**src/rtl/bpu_update_queue.sv**
```systemverilog
// Commit-side branch-training queue: compacts retiring control transfers into a FIFO
// drained one update per cycle, and forwards per-slot call/return events to the RAS.
package config_pkg;
   typedef struct packed {
      int unsigned NRET;
      int unsigned PLEN;
   } cfg_t;

   localparam cfg_t EmptyCfg = '{NRET: 32'd4, PLEN: 32'd32};
endpackage

module bpu_update_queue #(
   parameter config_pkg::cfg_t Cfg         = config_pkg::EmptyCfg,
   parameter int unsigned      QUEUE_DEPTH = 8
) (
   input  logic                                     clk_i,
   input  logic                                     rst_i,
   input  logic [Cfg.NRET-1:0]                      commit_valid_i,
   input  logic [Cfg.NRET-1:0]                      commit_is_branch_i,
   input  logic [Cfg.NRET-1:0]                      commit_is_cond_i,
   input  logic [Cfg.NRET-1:0]                      commit_taken_i,
   input  logic [Cfg.NRET-1:0]                      commit_is_call_i,
   input  logic [Cfg.NRET-1:0]                      commit_is_ret_i,
   input  logic [Cfg.NRET-1:0][Cfg.PLEN-1:0]        commit_pc_i,
   input  logic [Cfg.NRET-1:0][Cfg.PLEN-1:0]        commit_target_i,
   output logic                                     commit_ready_o,
   output logic                                     update_valid_o,
   output logic [Cfg.PLEN-1:0]                      update_pc_o,
   output logic                                     update_is_cond_o,
   output logic                                     update_taken_o,
   output logic [Cfg.PLEN-1:0]                      update_target_o,
   output logic                                     update_is_call_o,
   output logic                                     update_is_ret_o,
   output logic [Cfg.NRET-1:0]                      ras_update_valid_o,
   output logic [Cfg.NRET-1:0]                      ras_update_is_call_o,
   output logic [Cfg.NRET-1:0]                      ras_update_is_ret_o,
   output logic [Cfg.NRET-1:0][Cfg.PLEN-1:0]        ras_update_pc_o,
   output logic [$clog2(QUEUE_DEPTH+1)-1:0]         occupancy_o,
   output logic                                     overflow_o
);

   localparam int unsigned NRET = Cfg.NRET;
   localparam int unsigned PLEN = Cfg.PLEN;
   localparam int unsigned PW   = $clog2(QUEUE_DEPTH);
   localparam int unsigned CW   = $clog2(QUEUE_DEPTH + 1);

   typedef struct packed {
      logic [PLEN-1:0] pc;
      logic [PLEN-1:0] target;
      logic            is_cond;
      logic            taken;
      logic            is_call;
      logic            is_ret;
   } entry_t;

   logic [CW-1:0]             count_q, count_d;
   logic [PW-1:0]             wptr_q, wptr_d;
   logic [PW-1:0]             rptr_q, rptr_d;
   entry_t                    mem_q [QUEUE_DEPTH];
   entry_t                    mem_d [QUEUE_DEPTH];
   entry_t                    upd_q, upd_d;
   logic                      upd_valid_q, upd_valid_d;
   logic [NRET-1:0]           ras_valid_q, ras_valid_d;
   logic [NRET-1:0]           ras_call_q, ras_call_d;
   logic [NRET-1:0]           ras_ret_q, ras_ret_d;
   logic [NRET-1:0][PLEN-1:0] ras_pc_q, ras_pc_d;
   logic                      overflow_q, overflow_d;

   logic                      ready_s;
   logic                      accept_s;
   logic                      pop_s;
   logic [CW-1:0]             push_cnt_s;
   logic [PW-1:0]             widx_s;

   // Ready looks only at the registered count so a full group always fits.
   assign ready_s  = (count_q <= CW'(QUEUE_DEPTH - NRET));
   assign accept_s = ready_s && (|commit_valid_i);
   assign pop_s    = (count_q != {CW{1'b0}});

   // Compact branch slots into consecutive FIFO locations starting at the write pointer.
   always_comb begin
      mem_d      = mem_q;
      push_cnt_s = {CW{1'b0}};
      widx_s     = wptr_q;
      for (int i = 0; i < int'(NRET); i++) begin
         if (accept_s && commit_valid_i[i] && commit_is_branch_i[i]) begin
            widx_s                 = wptr_q + push_cnt_s[PW-1:0];
            mem_d[widx_s].pc       = commit_pc_i[i];
            mem_d[widx_s].target   = commit_target_i[i];
            mem_d[widx_s].is_cond  = commit_is_cond_i[i];
            mem_d[widx_s].taken    = commit_is_cond_i[i] ? commit_taken_i[i] : 1'b1;
            mem_d[widx_s].is_call  = commit_is_call_i[i];
            mem_d[widx_s].is_ret   = commit_is_ret_i[i];
            push_cnt_s             = push_cnt_s + CW'(1);
         end else begin
            push_cnt_s = push_cnt_s;
         end
      end
   end

   // Pointer, count, drain and RAS next-state.
   always_comb begin
      wptr_d     = wptr_q + push_cnt_s[PW-1:0];
      rptr_d     = rptr_q + PW'(pop_s);
      count_d    = count_q + push_cnt_s - CW'(pop_s);
      overflow_d = overflow_q | ((|commit_valid_i) & ~ready_s);
      if (pop_s) begin
         upd_valid_d = 1'b1;
         upd_d       = mem_q[rptr_q];
      end else begin
         upd_valid_d = 1'b0;
         upd_d       = upd_q;
      end
      for (int i = 0; i < int'(NRET); i++) begin
         ras_valid_d[i] = accept_s && commit_valid_i[i] && commit_is_branch_i[i]
                          && (commit_is_call_i[i] || commit_is_ret_i[i]);
      end
      ras_call_d = commit_is_call_i;
      ras_ret_d  = commit_is_ret_i;
      ras_pc_d   = commit_pc_i;
   end

   // FIFO storage needs no reset: occupancy gates every read.
   always_ff @(posedge clk_i) begin
      mem_q <= mem_d;
   end

   // Control and output registers with synchronous reset.
   always_ff @(posedge clk_i) begin
      if (rst_i) begin
         count_q     <= {CW{1'b0}};
         wptr_q      <= {PW{1'b0}};
         rptr_q      <= {PW{1'b0}};
         upd_q       <= '0;
         upd_valid_q <= 1'b0;
         ras_valid_q <= {NRET{1'b0}};
         ras_call_q  <= {NRET{1'b0}};
         ras_ret_q   <= {NRET{1'b0}};
         ras_pc_q    <= '0;
         overflow_q  <= 1'b0;
      end else begin
         count_q     <= count_d;
         wptr_q      <= wptr_d;
         rptr_q      <= rptr_d;
         upd_q       <= upd_d;
         upd_valid_q <= upd_valid_d;
         ras_valid_q <= ras_valid_d;
         ras_call_q  <= ras_call_d;
         ras_ret_q   <= ras_ret_d;
         ras_pc_q    <= ras_pc_d;
         overflow_q  <= overflow_d;
      end
   end

   assign commit_ready_o       = ready_s;
   assign update_valid_o       = upd_valid_q;
   assign update_pc_o          = upd_q.pc;
   assign update_is_cond_o     = upd_q.is_cond;
   assign update_taken_o       = upd_q.taken;
   assign update_target_o      = upd_q.target;
   assign update_is_call_o     = upd_q.is_call;
   assign update_is_ret_o      = upd_q.is_ret;
   assign ras_update_valid_o   = ras_valid_q;
   assign ras_update_is_call_o = ras_call_q;
   assign ras_update_is_ret_o  = ras_ret_q;
   assign ras_update_pc_o      = ras_pc_q;
   assign occupancy_o          = count_q;
   assign overflow_o           = overflow_q;

endmodule

```
**config.mk**
```make
export PLATFORM = sky130hd
export DESIGN_NAME = bpu_update_queue
export DESIGN_NICKNAME = d
export VERILOG_FILES = /design/src/rtl/bpu_update_queue.sv
export SDC_FILE = /design/constraint.sdc
export NUM_CORES = 2
export LEC_CHECK = 0
export ABC_AREA = 1
export CAP_MARGIN = 25
export CORE_MARGIN = 2
export CORE_UTILIZATION = 49
export CTS_BUF_LIST = sky130_fd_sc_hd__clkbuf_4 sky130_fd_sc_hd__clkbuf_8
export DETAILED_ROUTE_END_ITERATION = 6
export PLACE_DENSITY_LB_ADDON = 0.25
export SYNTH_ARGS = -nofsm -noshare
export SYNTH_HDL_FRONTEND = slang
export SYNTH_SLANG_ARGS = --single-unit
```
**constraint.sdc**
```tcl
create_clock -name clk_i -period 4.26 [get_ports clk_i]
set_input_delay 1.278 -clock clk_i [delete_from_list [all_inputs] [get_ports clk_i]]
set_output_delay 1.278 -clock clk_i [all_outputs]
set_load 0.03 [all_outputs]
```
==> results.json <==
{
  "nets": 10800,
  "cts_resized": 0,
  "grt_pass1_vias": 65500,
  "htreeDepth": 4,
  "postRouteWirelength_um": 321000,
  "gp_congestion": 1.06,
  "cts_buffers": 151,
  "end_kind": "flip-flop",
  "worstSetupPathType": "input port to flip-flop",
  "seqCellArea_sq_mm": 0.0153,
  "ys_ff_latch": 764,
  "powerDensity_mw_per_mm2": 721,
  "rsz0062_at_grt": "false",
  "worstMarginPinSlew_ps": 1300,
  "p_sw_mw": 24.4,
  "yosysWarnings": 0,
  "netSwitchingFraction_pct": 50.0,
  "synth_fp_nets": 10500,
  "seqPwrFrac_pct": 25.1,
  "synthArstFlopShare_pct": 0,
  "initial_core_util_pct": 49.4,
  "grt_pass1_wl_um": 454000,
  "slew_viol_final": 0,
  "die_h_um": 340,
  "setup_viol": 0,
  "grt_max_degree": 208,
  "avgSynthCellArea_sq_um": 5.43,
  "grt_use_total_pct": 53.1,
  "cts-root-buf": "clkbuf_8",
  "cts_tree": "yes",
  "violations": "DRC",
  "fin_cells": 12100,
  "antenna_found_initial": 44,
  "place_worst_setup_slack_ps": -465,
  "firstDrtPassIters": 7,
  "postLayoutCoreUtil_pct": 60.2,
  "avgViaCountPerCell": 6.09,
  "min_period_over_period_pct": 91.4,
  "leakage_nw": 35.9,
  "fin_skew_ps": 38.3,
  "dp_hpwl_um": 214000,
  "crit_required_ps": 5020,
  "hp-class": "flip-flop to flip-flop",
  "cts_sinks": 764,
  "post_drt_wl_per_cell_um": 26.5,
  "ys_types": 42,
  "clock_path_buffers": 3,
  "clock_latency_ps": 900,
  "slew_headroom_pct": 12.2,
  "layout-drive-gt1-share_pct": 7.17,
  "io_buffers": 496,
  "vias": 73700,
  "drtIter0Drc": 12400,
  "p_clk_share_pct": 17.0,
  "yosysSeqAreaShare_pct": 27.6,
  "core-area_sq_mm": 0.112,
  "ant_nets": 0,
  "ir_drop_v": 0.000465,
  "p_int_mw": 24.4,
  "synth_flop_cell": "dfxtp_1",
  "cap_violations": 0,
  "multi_input_comb_area_sq_mm": 0.0331,
  "path_clk_slew_ps": 60,
  "synthCells": 10200,
  "combPwrFrac_pct": 57.9,
  "hold_viol": 0,
  "status": "complete, but fails checks",
  "row_count": 123,
  "cp_max_fo": 36,
  "whs_ps": 472,
  "fill_cells": 11100,
  "fmax_mhz": 257,
  "drc_errors": 57,
  "netlist_area_sq_mm": 0.0555,
  "io_pins": 497,
  "cp-start-kind": "input port",
  "syn_to_final_growth_pct": 21.9,
  "dp.cells": 11800,
  "cts_setup_buffers": 0,
  "setup_ws_ps": 367,
  "cts_hold_repair.buffers": 0,
  "dieArea_sq_mm": 0.116,
  "finalCriticalPeriod_ps": 3890,
  "synth-edff-count": 0,
  "overflow": 0,
  "arrival_ps": 4660,
  "fin_tns_setup_ps": 0,
  "die-width_um": 340
}
-- Yosys cell counts (33+ instances only) --
cell type	number	area, sq um
nand2_1	4230	15900
nand3_1	1525	7630
inv_1	989	3710
nor2_1	857	3220
dfxtp_1	764	15300
clkbuf_1	428	1610
o21ai_0	360	1800
a21oi_1	341	1710
buf_2	234	1170
o21a_1	70	526
o211ai_1	62	465
clkbuf_2	61	305
buf_1	51	191
clkinv_1	33	124
-- cell families after synthesis --
group	share of synthesized area, %
flops	27.6
mux	0.451
simple gates	48.8
xor+xnor	0.192
buf+inv	13.3
fa+ha+maj	0.460
compound gates	9.25
-- sequential cells by signal (all words and copies together) (netlist names), 4 cells and up --
register	flops
ras_update_is_ret_o	4
ras_update_pc_o	128
update_pc_o	32
mem_q	544
ras_update_is_call_o	4
occupancy_o	4
update_target_o	32
ras_update_valid_o	4
-- final cells by class --
class | count | share of cell area (%)
Tap cell | 1500 | 2.77
Clock inverter | 27 | 0.357
Timing Repair Buffer | 899 | 15.0
Multi-Input combinational cell | 7606 | 48.9
Inverter | 1049 | 5.84
Antenna cell | 27 | 0.0999
Clock buffer | 233 | 4.36
Sequential cell | 764 | 22.6
-- metrics by stage --
step | instance area [sq um] | total power, mW
2_1_floorplan | 55500 | 28.9
3_3_place_gp | 64300 | 38.4
3_5_place_dp | 64400 | 39.1
4_1_cts | 67500 | 47.2
5_1_grt | 67600 | 51.4
6_report | 67600 | 48.8
-- layout by cell type, fill, tap and decap left out, types with 32 or more instances in the layout --
| cell | instances |
|---|---|
| a21oi_1 | 341 |
| buf_12 | 171 |
| buf_4 | 230 |
| clkbuf_4 | 41 |
| clkbuf_8 | 192 |
| clkdlybuf4s50_1 | 495 |
| clkinv_1 | 32 |
| dfxtp_1 | 760 |
| inv_1 | 983 |
| nand2_1 | 4214 |
| nand3_1 | 1525 |
| nor2_1 | 848 |
| o211ai_1 | 62 |
| o21a_1 | 70 |
| o21ai_0 | 360 |
-- worst paths after layout --
path / endpoint / from / depth (start not counted) / slack, ps
setup / recovery: mem_q[209] / commit_valid_i[0] / 17 / 370
hold reg to reg: update_pc_o[9] / update_pc_o[9] / 2 / 470
hold / removal: update_pc_o[9] / update_pc_o[9] / 2 / 470
setup reg to reg: mem_q[209] / occupancy_o[0] / 17 / 500
-- layer usage --
layer | vias to the layer above | wire length, um | track usage, %
li1 | 32300 | - | -
met1 | 32500 | 105000 | 61.7
met2 | 6863 | 123000 | 73.9
met3 | 2040 | 52800 | 20.1
met4 | 32 | 39800 | 51.6
met5 | - | 225 | 0
-- power by group through the flow --
stage	combinational (mW)	clock [mW]	sequential (mW)
CTS	26.9	8.19	12.1
global route	30.4	8.52	12.5
floorplan	16.8	0	12.2
finish	28.2	8.28	12.2
detailed placement	26.8	0	12.2
global placement	26.1	0	12.2
-- critical path, cell delays in order --
cell	delay [ps]
clkdlybuf4s50_1	490
nor2_1	60
nand2_2	110
nand3_1	160
ha_4	330
xor2_1	170
ha_1	200
fa_1	430
xnor2_2	170
o21bai_4	220
nand2_4	180
nand3_4	150
inv_2	150
buf_12	310
nand2_1	90
nand2_1	80
inv_1	40
Power figures use the tool's default switching activity.
